--- src/rtl/prog_tick_gen.sv ---
// Multi-channel programmable tick / clock-enable generator.
// Each channel runs its own terminal count and mode: periodic pulse, square wave or one-shot.
module prog_tick_gen #(
    parameter int          N_CH       = 4,
    parameter int          W          = 26,
    parameter int unsigned DEFAULT_TC = 24_999_999,
    parameter logic [1:0]  DEFAULT_MD = 2'b01,
    localparam int         CHW        = ($clog2(N_CH) > 0) ? $clog2(N_CH) : 1
) (
    input  logic            clk,
    input  logic            arst,
    input  logic            en,
    input  logic            clr,
    input  logic            cfg_we,
    input  logic [CHW-1:0]  cfg_ch,
    input  logic [W-1:0]    cfg_tc,
    input  logic [1:0]      cfg_mode,
    output logic [N_CH-1:0] tick,
    output logic [N_CH-1:0] sq,
    output logic [N_CH-1:0] active
);

    typedef enum logic [1:0] {
        MODE_PULSE   = 2'b00,
        MODE_SQUARE  = 2'b01,
        MODE_ONESHOT = 2'b10,
        MODE_RSVD    = 2'b11
    } mode_e;

    for (genvar i = 0; i < N_CH; i++) begin : g_ch
        logic [W-1:0] cnt;
        logic [W-1:0] tc;
        mode_e        mode;
        mode_e        mode_after_clr;
        logic         tick_q;
        logic         sq_q;
        logic         active_q;
        logic         hit;

        // An index at or beyond N_CH matches no channel, so such writes vanish.
        assign hit            = cfg_we && (cfg_ch == CHW'(i));
        assign mode_after_clr = hit ? mode_e'(cfg_mode) : mode;

        // NOTE: the reset branch is tested first in an edge-sensitive block so arst
        // acts immediately; all state uses non-blocking assignments to avoid races.
        always_ff @(posedge clk or posedge arst) begin
            if (arst) begin
                cnt      <= '0;
                tc       <= W'(DEFAULT_TC);
                mode     <= mode_e'(DEFAULT_MD);
                tick_q   <= 1'b0;
                sq_q     <= 1'b0;
                active_q <= (DEFAULT_MD != MODE_ONESHOT);
            end else if (clr) begin
                // A coincident write still stores its config, but never arms a one-shot.
                cnt      <= '0;
                tick_q   <= 1'b0;
                sq_q     <= 1'b0;
                active_q <= (mode_after_clr != MODE_ONESHOT);
                if (hit) begin
                    tc   <= cfg_tc;
                    mode <= mode_e'(cfg_mode);
                end
            end else if (hit) begin
                tc       <= cfg_tc;
                mode     <= mode_e'(cfg_mode);
                cnt      <= '0;
                tick_q   <= 1'b0;
                active_q <= 1'b1;
            end else if (en && active_q) begin
                if (cnt == tc) begin
                    cnt    <= '0;
                    tick_q <= 1'b1;
                    sq_q   <= ~sq_q;
                    if (mode == MODE_ONESHOT) begin
                        active_q <= 1'b0;
                    end
                end else begin
                    cnt    <= cnt + 1'b1;
                    tick_q <= 1'b0;
                end
            end else begin
                tick_q <= 1'b0;
            end
        end

        assign tick[i]   = tick_q;
        assign sq[i]     = sq_q;
        assign active[i] = active_q;
    end

endmodule

--- config.mk ---
export PLATFORM = sky130hd
export DESIGN_NAME = prog_tick_gen
export DESIGN_NICKNAME = d
export VERILOG_FILES = /design/src/rtl/prog_tick_gen.sv
export SDC_FILE = /design/constraint.sdc
export NUM_CORES = 1
export LEC_CHECK = 0
export ABC_AREA = 1
export CAP_MARGIN = 20
export CORE_ASPECT_RATIO = 1.2
export CORE_UTILIZATION = 37
export CTS_BUF_LIST = sky130_fd_sc_hd__clkbuf_8
export CTS_CLUSTER_DIAMETER = 30
export DETAILED_ROUTE_END_ITERATION = 10
export MAX_ROUTING_LAYER = met4
export PLACE_DENSITY = 0.51
export SLEW_MARGIN = 10
export SYNTH_ARGS = -nofsm -noshare
export SYNTH_HDL_FRONTEND = slang
export SYNTH_SLANG_ARGS = --single-unit
--- constraint.sdc ---
create_clock -name clk -period 6.83 [get_ports clk]
set_input_delay 0.683 -clock clk [delete_from_list [all_inputs] [get_ports clk]]
set_output_delay 0.683 -clock clk [all_outputs]
set_load 0.005 [all_outputs]
* Word-level counts from Yosys, hierarchy flattened *
Index checks and enable logic that the tools add are counted.

word-level totals
  register bits after elaboration = 228
  input bits = 35
  output and inout bits = 12
  word-level logic and storage cells = 160

operators by class
  add/subtract/negate cells = 4
  eq/ne operators = 19
  mux-type cells = 72
  bitwise operators = 4
  reductions and logical operators = 37

operators with widths
  operator               count
  $mux 26                16
  $add 26x1->26 const B  4
  $eq 26x26->1           4
  $mux 1                 52
  $reduce_bool 3->1      12
  $reduce_and 3->1       8
  $ne 2x2->1 const B     8
  $reduce_bool 2->1      8
  $eq 2x2->1 const B     6
  $logic_and 1x1->1      8
  $mux 2                 4
  $not 1->1              4
  $eq 2x1->1 const B     1
  $logic_not 2->1        1

* Logic depth before layout (Yosys ltp) *
Gate-level depths: netlist of the first run.

  depth after elaboration = 6
  depth in mapped cells = 11
  depth with buffers taken out = 11

* Least setup slack after synthesis of the first run *
No wires, ideal clock.

  kind = in2reg
  start point = in cfg_ch[0]
  end point = reg g_ch[0].cnt[24]
  library setup time = 0.124 ns
  arrival time = 1.674 ns
  data required time = 6.706 ns
  slack = 5.031 ns
  stages = 9
  path buffers = 1
  path through = inv_1 -> nand3_1 -> nand3_2 -> buf_4 -> nand3b_2 -> nor2_4 -> nand3_1 -> xor2_1 -> nor2_1

between the ends
  word-level cells in the longest chain between the ends = 4
  elaborated cells on any way between the ends = 5
  classes of those cells = 2 x mux; 3 x reduce/logical

ends and longest elaborated chain
  element                line  RTL
  start, declared        15    input logic [CHW-1:0] cfg_ch,
  $logic_not 2->1 (*)    41    assign hit = cfg_we && (cfg_ch == CHW'(i));
  $logic_and 1x1->1 (*)  41
  $mux 26                64    end else if (hit) begin
  $mux 26                54    end else if (clr) begin
  end signal, assigned   79    cnt <= cnt + 1'b1;
  end, declared          31    logic [W-1:0] cnt;

Every way passes the cells marked *; elsewhere a longest branch is shown, timed or not.
A chain may end at the register's enable or synchronous reset.

* Worst setup path after layout of the first run *
  start point = in cfg_ch[1]
  end point = reg g_ch[1].cnt[7]

between the ends
  word-level cells in the longest chain between the ends = 4
  elaborated cells on any way between the ends = 5
  classes of those cells = 1 x eq/ne; 2 x mux; 2 x reduce/logical

ends and longest elaborated chain
  element                line
  $eq 2x1->1 (*)         41
  $logic_and 1x1->1 (*)  41
  $mux 26                64
  $mux 26                54
  end signal, assigned   79
  end, declared          31

Marked as above.

==> qor.yml, run 1 <==
detailed_routing:
  ant_nets: 0
  first_pass_iters: 5
  routedWlPerCell_um: 15.47
  route.vias.total: 10630
  wirelength_um: 34730
  drt_iter0_markers: 645
  vias_per_cell: 4.733
  drc: 0
critical_path:
  cp_max_fo: 58
  critPathMaxStageDelay_ns: 0.66
  worst_setup_path_end_kind: "register"
  critical_path.slowest_cell: "nor2_1"
  cp.required_ns: 7.24
  path_cells: "clkdlybuf4s50_1, inv_1, nand3_2, nand2_1, nor2_1, inv_1, nand3_1, xor2_1, nor2_1"
  critPathLaunchType: "input pin"
  cp.arrival_ns: 3.81
  worst-setup-path-type: "in -> reg"
  reg2regPathDepth: 7
die:
  die-height_um: 203.9
  start_util: 0.3780
  num_rows: 73
  dieArea_um2: 34710
  io_pins: 47
  die_width_um: 170.2
  core_um2: 33250
synthesis:
  yosysUniqueCellTypes: 39
  post-synth-top-count-cell: "nand2_1"
  synthCells: 1673
  synth_top_area_cell: "dfrtp_1"
  ys.warnings.count: 0
  synth_area_um2: 12570
  synth_top_area_share: 0.3027
  ys_top_cells_by_count: "nand2_1, nor2_1, inv_1, dfrtp_1, o21ai_0"
  ys_top_cells_by_area: "dfrtp_1, dfstp_2, nand2_1"
  synth.yosys.seq_area_share: 0.4616
  synth_edf_count: 0
  syn_nets: 1712
  async_reset_ff_frac: 1.000
  ys.flop_type: "dfrtp_1"
  synth.avg_cell_area_um2: 7.511
  synth_seq_cells: 228
cts:
  cts_hold_buf: 0
  clk_pin_slew_ns: 0.06
  post-cts-setup-buffers: 0
  clk_latency_ns: 0.59
  cts-buffers-inserted: 67
  root_buffer: "clkbuf_8"
  cts_tree: "built"
  htreeDepth: 3
  cts_resized: 0
  cts.path.max_buffers: 3
  cts_sinks: 228
timing:
  hold_viol_final: 0
  rsz0062_at_grt: "false"
  slew_violations: 0
  fin_crit_ns: 3.397
  fin_tns_setup_ns: 0
  slew_headroom: 0.2982
  timing.fmax_ghz: 0.2944
  worst_slack_ns: 3.433
  setup_viol: 0
  finClkSkew_ns: 0.03935
  tightest_slew_ns: 1.053
  min_period_over_period: 0.4974
layout:
  final_area_um2: 14980
  area_delta_synth_final_pct: 19.19
  drive_gt1_frac: 0.1372
  nets: 1777
  fillers: 3468
  final_cells: 2245
place:
  gp_congestion: 0.8808
  dpl.hpwl_um: 24170
  dp_slack_ns: 2.841
  postPlaceCellArea_um2: 13330
  io_buffers: 46
  post-place-cells: 2118
grt:
  grt_max_degree: 170
  use_met3: 0.04086
  overflow: 0
  grt.total_usage: 0.2180
  grt_first_pass_wirelength_um: 56150
  grt_use_met2: 0.3577
  antenna_found_initial: 2
  grt_pass1_vias: 10680
  met1_usage: 0.2673
  busiest_layer: "met2"
power_and_ir_drop:
  powerDensity_nw_per_um2: 289.3
  power_leakage_nw: 7.085
  ir_drop_v: 0.0001646
run:
  cap_violations: 0
worst_hold_path:
  hold_path.class: "reg -> reg"
  holdPathStages: 2
outcome:
  outcome: "finished, final reports clean"
==> sequential cells by signal, indices dropped and copies added (netlist names) <==
signal	count
g_ch.tc	104
g_ch.mode	8
g_ch.active_q	4
g_ch.cnt	104
g_ch.sq_q	4
g_ch.tick_q	4
==> final timing paths <==
check / endpoint / start / slack, ns
worst max register to register: g_ch[1].cnt[7] / g_ch[1].active_q / 4.47
worst min register to register: g_ch[1].active_q / g_ch[1].active_q / 0.48
min in group asynchronous: g_ch[1].tc[10] / arst / 0.51
max in group asynchronous: g_ch[0].cnt[15] / arst / 4.93
worst max-delay path: g_ch[1].cnt[7] / cfg_ch[1] / 3.43
worst min-delay path: g_ch[1].active_q / g_ch[1].active_q / 0.48
==> worst max-delay path, delay by kind of cell <==
family | cells | cell delay (ns)
XOR/XNOR | 1 | 0.16
buffers and inverters | 3 | 1.08
AND/OR/NAND/NOR | 5 | 1.85
==> cell usage in the layout (no fill, tap or decap), drive strengths merged, types with 6 or more instances in the layout <==
cell | netlist | layout
clkdlybuf4s50 | 0 | 46
clkinvlp | 0 | 7
nand3 | 75 | 75
nor3 | 31 | 31
nand3b | 6 | 6
bufinv | 0 | 11
nand2 | 506 | 506
nand4 | 31 | 31
nor2 | 247 | 247
clkinv | 0 | 7
clkbuf | 25 | 81
o21ai | 149 | 149
dfstp | 76 | 76
a21oi | 7 | 7
dfrtp | 152 | 152
xnor2 | 15 | 15
xor2 | 85 | 85
inv | 219 | 237
==> routing by layer <==
layer | share of wire | routed length [µm] | up-vias
li1 | - | - | 5337
met1 | 0.44 | 15320 | 4994
met2 | 0.49 | 17040 | 229
met3 | 0.044 | 1533 | 65
met4 | 0.024 | 830 | 0
met5 | 0 | 0 | -
==> kinds of logic after synthesis <==
group | Yosys count | share of synthesized area
AND/OR/NAND/NOR | 906 | 0.3053
XOR/XNOR | 100 | 0.06970
buffers and inverters | 272 | 0.09051
adder cells (fa/ha/maj) | 4 | 0.003983
flip-flops | 228 | 0.4616
AO/OA/AOI/OAI | 163 | 0.06890
==> area by class of cell <==
type                            instances  area [µm²]  share of cell area
Tap cell                              450       563.0             0.03759
Multi-Input combinational cell       1173        5648              0.3771
Antenna cell                            2       5.005           0.0003342
Inverter                              219       829.5             0.05539
Clock inverter                         43       500.5             0.03342
Sequential cell                       228        5801              0.3873
Timing Repair Buffer                   49       515.5             0.03442
Clock buffer                           81        1115             0.07444
==> report_power, final <==
group          switching, mW  internal (mW)
clock                  0.768           1.50
combinational          0.274          0.167
sequential             0.103           1.52
==> per-stage QoR <==
| step | total power [mW] | util | hold WS (ns) |
|---|---|---|---|
| 3_3_place_gp | 2.084 | 0.4009 | 0.4715 |
| 6_report | 4.333 | 0.4505 | 0.4809 |
| 3_5_place_dp | 2.091 | 0.4009 | 0.4711 |
| 4_1_cts | 4.394 | 0.4495 | 0.4805 |
| 2_1_floorplan | 1.936 | - | 0.4492 |
| 5_1_grt | 4.549 | 0.4503 | 0.4878 |
Note: power is estimated with default switching activity, not from simulation.
==> run 2: changes to the inputs <==
==> constraint.sdc (replaced) <==
create_clock -name clk -period 2.7 [get_ports clk]
set_input_delay 0.27 -clock clk [delete_from_list [all_inputs] [get_ports clk]]
set_output_delay 0.27 -clock clk [all_outputs]
set_load 0.005 [all_outputs]
==> run 2 against run 1 <==
  * Combinational power rose to 2.6 times the previous value
  * Final cell count fell by 0.13%
  * Global-route usage fell by 0.057 points
  * Critical endpoint is now g_ch[3].cnt[24]
  * Sequential power rose to 2.5 times the previous value
  * Power rose by 140%
  * First-iteration DRC count fell by 0.78%
  * Sequential share of layout area rose by 0.16 points
  * Count of clock-buffer cells in the layout fell by 16
  * Core utilization fell by 0.18 points
  * Non-clock buffer count rose by 19
  * Largest cell class unchanged
  * Die area did not move
==> qor.yml, run 2 (synthesis gave the netlist of run 1 again) <==
outcome:
  outcome: "finished, final reports clean"
power_and_ir_drop:
  p_int_mw: 7.652  # +140%
  power_mw: 10.36  # +140%
  powerDensity_nw_per_um2: 694.9  # +140%
  ir_drop_v: 0.0003199  # +94%
  power_frac_comb: 0.109  # +0.007
  power_frac_seq: 0.397  # +0.022
  swShare: 0.2618  # -0.002231
  p_sw_mw: 2.713  # +140%
  power_leakage_nw: 7.060  # -0.35%
  clkPwrFrac: 0.493  # -0.030
critical_path:
  cp.arrival_ns: 2.43  # -1.38 ns
  critPathLaunchType: "register"
  cp_max_fo: 24  # -59%
  worst-setup-path-type: "reg -> reg"
  path_cells: "inv_1, nand2_1, nand2_1, nor2_1, nand2_1, nor2_1, nand3_2, o21ai_4, buf_4, nor2_1"
  critical_path.slowest_cell: "dfstp_2"
  cp.required_ns: 3.15  # -4.09 ns
  worst_setup_path_end_kind: "register"
  critPathMaxStageDelay_ns: 0.54  # -0.12 ns
timing:
  timing.fmax_ghz: 0.5049
  hold_viol_final: 0  # unchanged
  tightest_slew_ns: 0.5186  # -0.5340 ns
  setup_viol: 0  # unchanged
  min_period_over_period: 0.7335
  rsz0062_at_grt: "false"
  hold_slack_ns: 0.08764  # -0.3933 ns
  fin_crit_ns: 1.981
  slew_violations: 0  # unchanged
  worst_slack_ns: 0.7195  # -2.713 ns
  slew_headroom: 0.6535  # +0.3553
  fin_tns_setup_ns: 0  # unchanged
  finClkSkew_ns: 0.01867  # -0.02068 ns
cts:
  cts-buffers-inserted: 56  # -16%
  post-cts-setup-buffers: 0  # unchanged
  cts_resized: 0  # unchanged
  cts_hold_buf: 0  # unchanged
  htreeDepth: 2  # -1
  clk_latency_ns: 0.59  # about the same
  cts.path.max_buffers: 3  # unchanged
  cts_sinks: 228  # unchanged
  clk_pin_slew_ns: 0.05  # about the same
  root_buffer: "clkbuf_8"
  cts_tree: "built"
layout:
  seqCellArea_um2: 5801  # unchanged
  drive_gt1_frac: 0.1395  # +0.002309
  multi_input_comb_area_um2: 5648  # unchanged
  final_cell_mix: "nand2_1, nor2_1, inv_1, dfrtp_1, o21ai_0"
  nets: 1785  # +0.45%
  final_cells: 2242  # -0.13%
  final_util: 0.4487  # -0.001806
  area_delta_synth_final_pct: 18.71
  fillers: 3493  # +0.72%
  n_antenna_cell: 0  # -2
  layout_commonest_cell: "nand2_1"
  reg_top3: "g_ch.cnt x104, g_ch.tc x104, g_ch.mode x8"
  final_area_um2: 14920  # -0.40%
die:
  dieArea_um2: 34710  # unchanged
  die_width_um: 170.2  # unchanged
  io_pins: 47  # unchanged
  start_util: 0.3780  # unchanged
  core_um2: 33250  # unchanged
  num_rows: 73  # unchanged
  die-height_um: 203.9  # unchanged
grt:
  grt_max_degree: 58  # -66%
  grt_first_pass_wirelength_um: 56140  # about the same
  grt.total_usage: 0.2175  # -0.0005716
  grt_pass1_vias: 10490  # -1.8%
  overflow: 0  # unchanged
  antenna_found_initial: 0  # -2
detailed_routing:
  routedWlPerCell_um: 15.55  # +0.52%
  first_pass_iters: 5  # unchanged
  drc: 0  # unchanged
  route.vias.total: 10530  # -0.91%
  vias_per_cell: 4.696  # -0.78%
  wirelength_um: 34860  # +0.39%
  ant_nets: 0  # unchanged
  drt_iter0_markers: 640  # -0.78%
place:
  postPlaceCellArea_um2: 13530  # +1.5%
  dp_slack_ns: 0.3516  # -2.489 ns
  post-place-cells: 2138  # +0.94%
  gp_congestion: 0.8955  # +1.7%
  dpl.hpwl_um: 25180  # +4.2%
  io_buffers: 46  # unchanged
run:
  cap_violations: 0  # unchanged
worst_hold_path:
  hold_path.class: "in -> async"
## run 2: worst paths after layout
| check | end | from | depth (start not counted) | slack, ns |
|---|---|---|---|---|
| worst max register to register | g_ch[3].cnt[24] | g_ch[3].tc[24] | 10 | 0.72 |
| worst min register to register | g_ch[1].active_q | g_ch[1].active_q | 2 | 0.48 |
| min in group clk | g_ch[0].tc[24] | cfg_tc[24] | 3 | 0.42 |
| max in group asynchronous | g_ch[2].tc[2] | arst | 3 | 1.92 |
| worst min-delay path | g_ch[3].cnt[16] | arst | 2 | 0.09 |
| worst max-delay path | g_ch[3].cnt[24] | g_ch[3].tc[24] | 10 | 0.72 |
## run 2: routing by layer
metal | wire, µm | up-vias | GRT usage
met5 | 0 | - | -
met4 | 1115 | 0 | 0.08526
met3 | 1610 | 67 | 0.04028
met2 | 17330 | 193 | 0.3671
met1 | 14810 | 4935 | 0.2552
li1 | - | 5333 | -
## run 2: final cells by class
cell class,instances,share of cell area
Tap cell,450,0.03775
Clock buffer,65,0.05997
Multi-Input combinational cell,1173,0.3786
Clock inverter,39,0.03330
Sequential cell,228,0.3889
Timing Repair Buffer,68,0.04613
Inverter,219,0.05536
## run 2: power by group through the flow
stage	clock network, mW	logic, mW	registers, mW
2_1_floorplan	0	0.834	4.07
3_3_place_gp	0	1.13	4.17
3_5_place_dp	0	1.14	4.17
4_1_cts	5.23	1.15	4.12
5_1_grt	5.42	1.32	4.16
6_report	5.11	1.13	4.12
## run 2: worst max-delay path, delay by kind of cell, from the launching register on
family                 cells  cell delay (ns)
and+or+nand+nor            7             0.79
DFF                        1             0.54
buffers and inverters      2             0.34
AOI/OAI and AO/OA          1             0.15
==> run 3: changes to the inputs <==
--- a/config.mk
+++ b/config.mk
@@ -13,7 +13,7 @@
 export CTS_CLUSTER_DIAMETER = 30
 export DETAILED_ROUTE_END_ITERATION = 10
 export MAX_ROUTING_LAYER = met4
-export PLACE_DENSITY = 0.51
+export PLACE_DENSITY = 0.49
 export SLEW_MARGIN = 10
 export SYNTH_ARGS = -nofsm -noshare
 export SYNTH_HDL_FRONTEND = slang
==> constraint.sdc (replaced) <==
create_clock -name clk -period 1.85 [get_ports clk]
set_input_delay 0.185 -clock clk [delete_from_list [all_inputs] [get_ports clk]]
set_output_delay 0.185 -clock clk [all_outputs]
set_load 0.005 [all_outputs]
==> run 3 against run 2 <==
  * Critical path depth shrank 2
  * Sequential cell count unchanged
  * Final cell count grew 7.4%
  * Combinational power rose by 86%
  * Clock skew grew 0.018 ns
  * Core utilization is 5.3 points higher
  * Cell area grew 12%
  * Sequential share of layout area fell by 4.1 points
  * Worst hold slack worse by 0.028 ns
  * Wire length up 8.6%
  * Critical path type unchanged
  * Highest routed layer unchanged
==> qor.yml, run 3 (synthesis gave the netlist of run 1 again) <==
layout:
  seqCellArea_um2: 5803  # about the same
  nets: 1944  # +8.9%
  final_cells: 2407  # +7.4%
  layout_commonest_cell: "nand2_1"
  final_util: 0.5019  # +0.05325
  reg_top3: "g_ch.cnt x104, g_ch.tc x104, g_ch.mode x8"
  fillers: 3369  # -3.5%
  drive_gt1_frac: 0.2397  # +0.1001
  multi_input_comb_area_um2: 5911  # +4.7%
  final_cell_mix: "nand2_1, inv_1, nor2_1, buf_4, dfrtp_1"
  area_delta_synth_final_pct: 32.80
  n_antenna_cell: 0  # unchanged
detailed_routing:
  wirelength_um: 37860  # +8.6%
  route.vias.total: 11270  # +7.0%
  ant_nets: 0  # unchanged
  vias_per_cell: 4.681  # -0.33%
  routedWlPerCell_um: 15.73  # +1.2%
  drc: 0  # unchanged
  drt_iter0_markers: 588  # -8.1%
  first_pass_iters: 5  # unchanged
grt:
  grt_first_pass_wirelength_um: 58660  # +4.5%
  grt_max_degree: 58  # unchanged
  use_met3: 0.03718  # -0.003098
  grt.total_usage: 0.2290  # +0.01152
  overflow: 0  # unchanged
  busiest_layer: "met2"
  grt_pass1_vias: 10960  # +4.4%
  antenna_found_initial: 3  # +3
  grt_use_met2: 0.3768  # +0.009660
  met1_usage: 0.2858  # +0.03055
timing:
  rsz0062_at_grt: "true"
  tightest_slew_ns: 0.7764  # +0.2578 ns
  fin_tns_setup_ns: 0  # unchanged
  slew_headroom: 0.4813  # -0.1722
  finClkSkew_ns: 0.03628  # +0.01761 ns
  min_period_over_period: 0.9793  # +0.2458
  timing.fmax_ghz: 0.5519  # +9.3%
  hold_viol_final: 0  # unchanged
  worst_slack_ns: 0.03821  # -0.6813 ns
  setup_viol: 0  # unchanged
  slew_violations: 0  # unchanged
  fin_crit_ns: 1.812  # -0.1687 ns
worst_hold_path:
  hold_path.class: "in -> async"
power_and_ir_drop:
  power_mw: 16.48  # +59%
  powerDensity_nw_per_um2: 987.8  # +42%
  power_leakage_nw: 8.031  # +14%
  ir_drop_v: 0.0006031  # +89%
cts:
  cts_tree: "built"
  clk_pin_slew_ns: 0.05  # about the same
  cts-buffers-inserted: 60  # +7.1%
  clk_latency_ns: 0.63  # +0.04 ns
  root_buffer: "clkbuf_8"
  cts_hold_buf: 0  # unchanged
  cts_sinks: 228  # unchanged
  htreeDepth: 2  # unchanged
  cts.path.max_buffers: 3  # unchanged
critical_path:
  worst_setup_path_end_kind: "register"
  crit_path_start: "g_ch[1].cnt[3]"
  worst-setup-path-type: "reg -> reg"
  cp_max_fo: 6  # -75%
  worstReg2RegStart: "g_ch[1].cnt[3]"
  cp.arrival_ns: 2.32  # -0.11 ns
  critPathLaunchType: "register"
  cp.required_ns: 2.36  # -0.79 ns
die:
  num_rows: 73  # unchanged
  start_util: 0.3780  # unchanged
  io_pins: 47  # unchanged
  die-height_um: 203.9  # unchanged
  die_width_um: 170.2  # unchanged
  dieArea_um2: 34710  # unchanged
  core_um2: 33250  # unchanged
place:
  gp_congestion: 0.8888  # -0.75%
  dpl.hpwl_um: 26810  # +6.5%
  io_buffers: 46  # unchanged
  dp_slack_ns: -0.2774  # -0.6291 ns
  post-place-cells: 2269  # +6.1%
run:
  cap_violations: 0  # unchanged
outcome:
  outcome: "finished, final reports clean"
run 3: cell types whose count changed in the layout (fill, tap and decap cells not counted), moves of 5 or more:
| cell | change |
|---|---|
| nor2_4 | +6 |
| buf_12 | +9 |
| nor2_2 | +29 |
| buf_4 | +137 |
| buf_6 | +5 |
| nand2_2 | +7 |
| nand2_1 | -7 |
| nor2_1 | -35 |
run 3: timing repair:
action,4_1_cts,5_1_grt
resized for setup,8,69
gates cloned,1,4
endpoints found under the setup margin,52,98
buffers inserted,6,13
pin swaps,3,23
run 3: critical path, stage by stage (launching register included):
cell and delay, ns:
dfrtp_1 0.43, xnor2_1 0.31, nand4_1 0.15, nor2_2 0.12, nand3_2 0.14, o21ai_4 0.19, buf_12 0.15, clkbuf_16 0.16
nor2_2 0.03
run 3: area by class of cell:
cell class / instances / area share
Multi-Input combinational cell: 1175 / 0.3542
Sequential cell: 228 / 0.3478
Timing Repair Buffer: 221 / 0.1197
Clock buffer: 68 / 0.05608
Inverter: 219 / 0.04949
Clock inverter: 46 / 0.03899
Tap cell: 450 / 0.03374
run 3: routing by layer:
metal,vias to the layer above,part of all wire
li1,5672,-
met1,5250,0.45
met2,264,0.48
met3,80,0.048
met4,0,0.026
met5,-,0
run 3: per-stage QoR:
step                area, µm²  hold WS (ns)
floorplan               12570        0.3414
global placement        14580        0.4721
detailed placement      14580        0.4700
CTS                     16250       0.04274
global route            16690       0.05636
finish                  16690       0.05915
run 3: final timing paths:
kind | to | slack, ns | cells after the start
setup / recovery | g_ch[1].cnt[5] | 0.04 | 8
hold / removal | g_ch[3].cnt[23] | 0.06 | 2
setup reg to reg | g_ch[1].cnt[5] | 0.04 | 8
hold reg to reg | g_ch[1].active_q | 0.48 | 2
max in group asynchronous | g_ch[2].tc[19] | 1.09 | 3
min in group clk | g_ch[3].tc[14] | 0.32 | 3
run 3: report_power, final:
part	internal (mW)	leakage [nW]	switching, mW	total, mW
combinational	0.912	4.35	1.18	2.10
clock	5.65	0.828	2.80	8.44
sequential	5.62	2.85	0.327	5.95
total	12.2	8.03	4.31	16.5
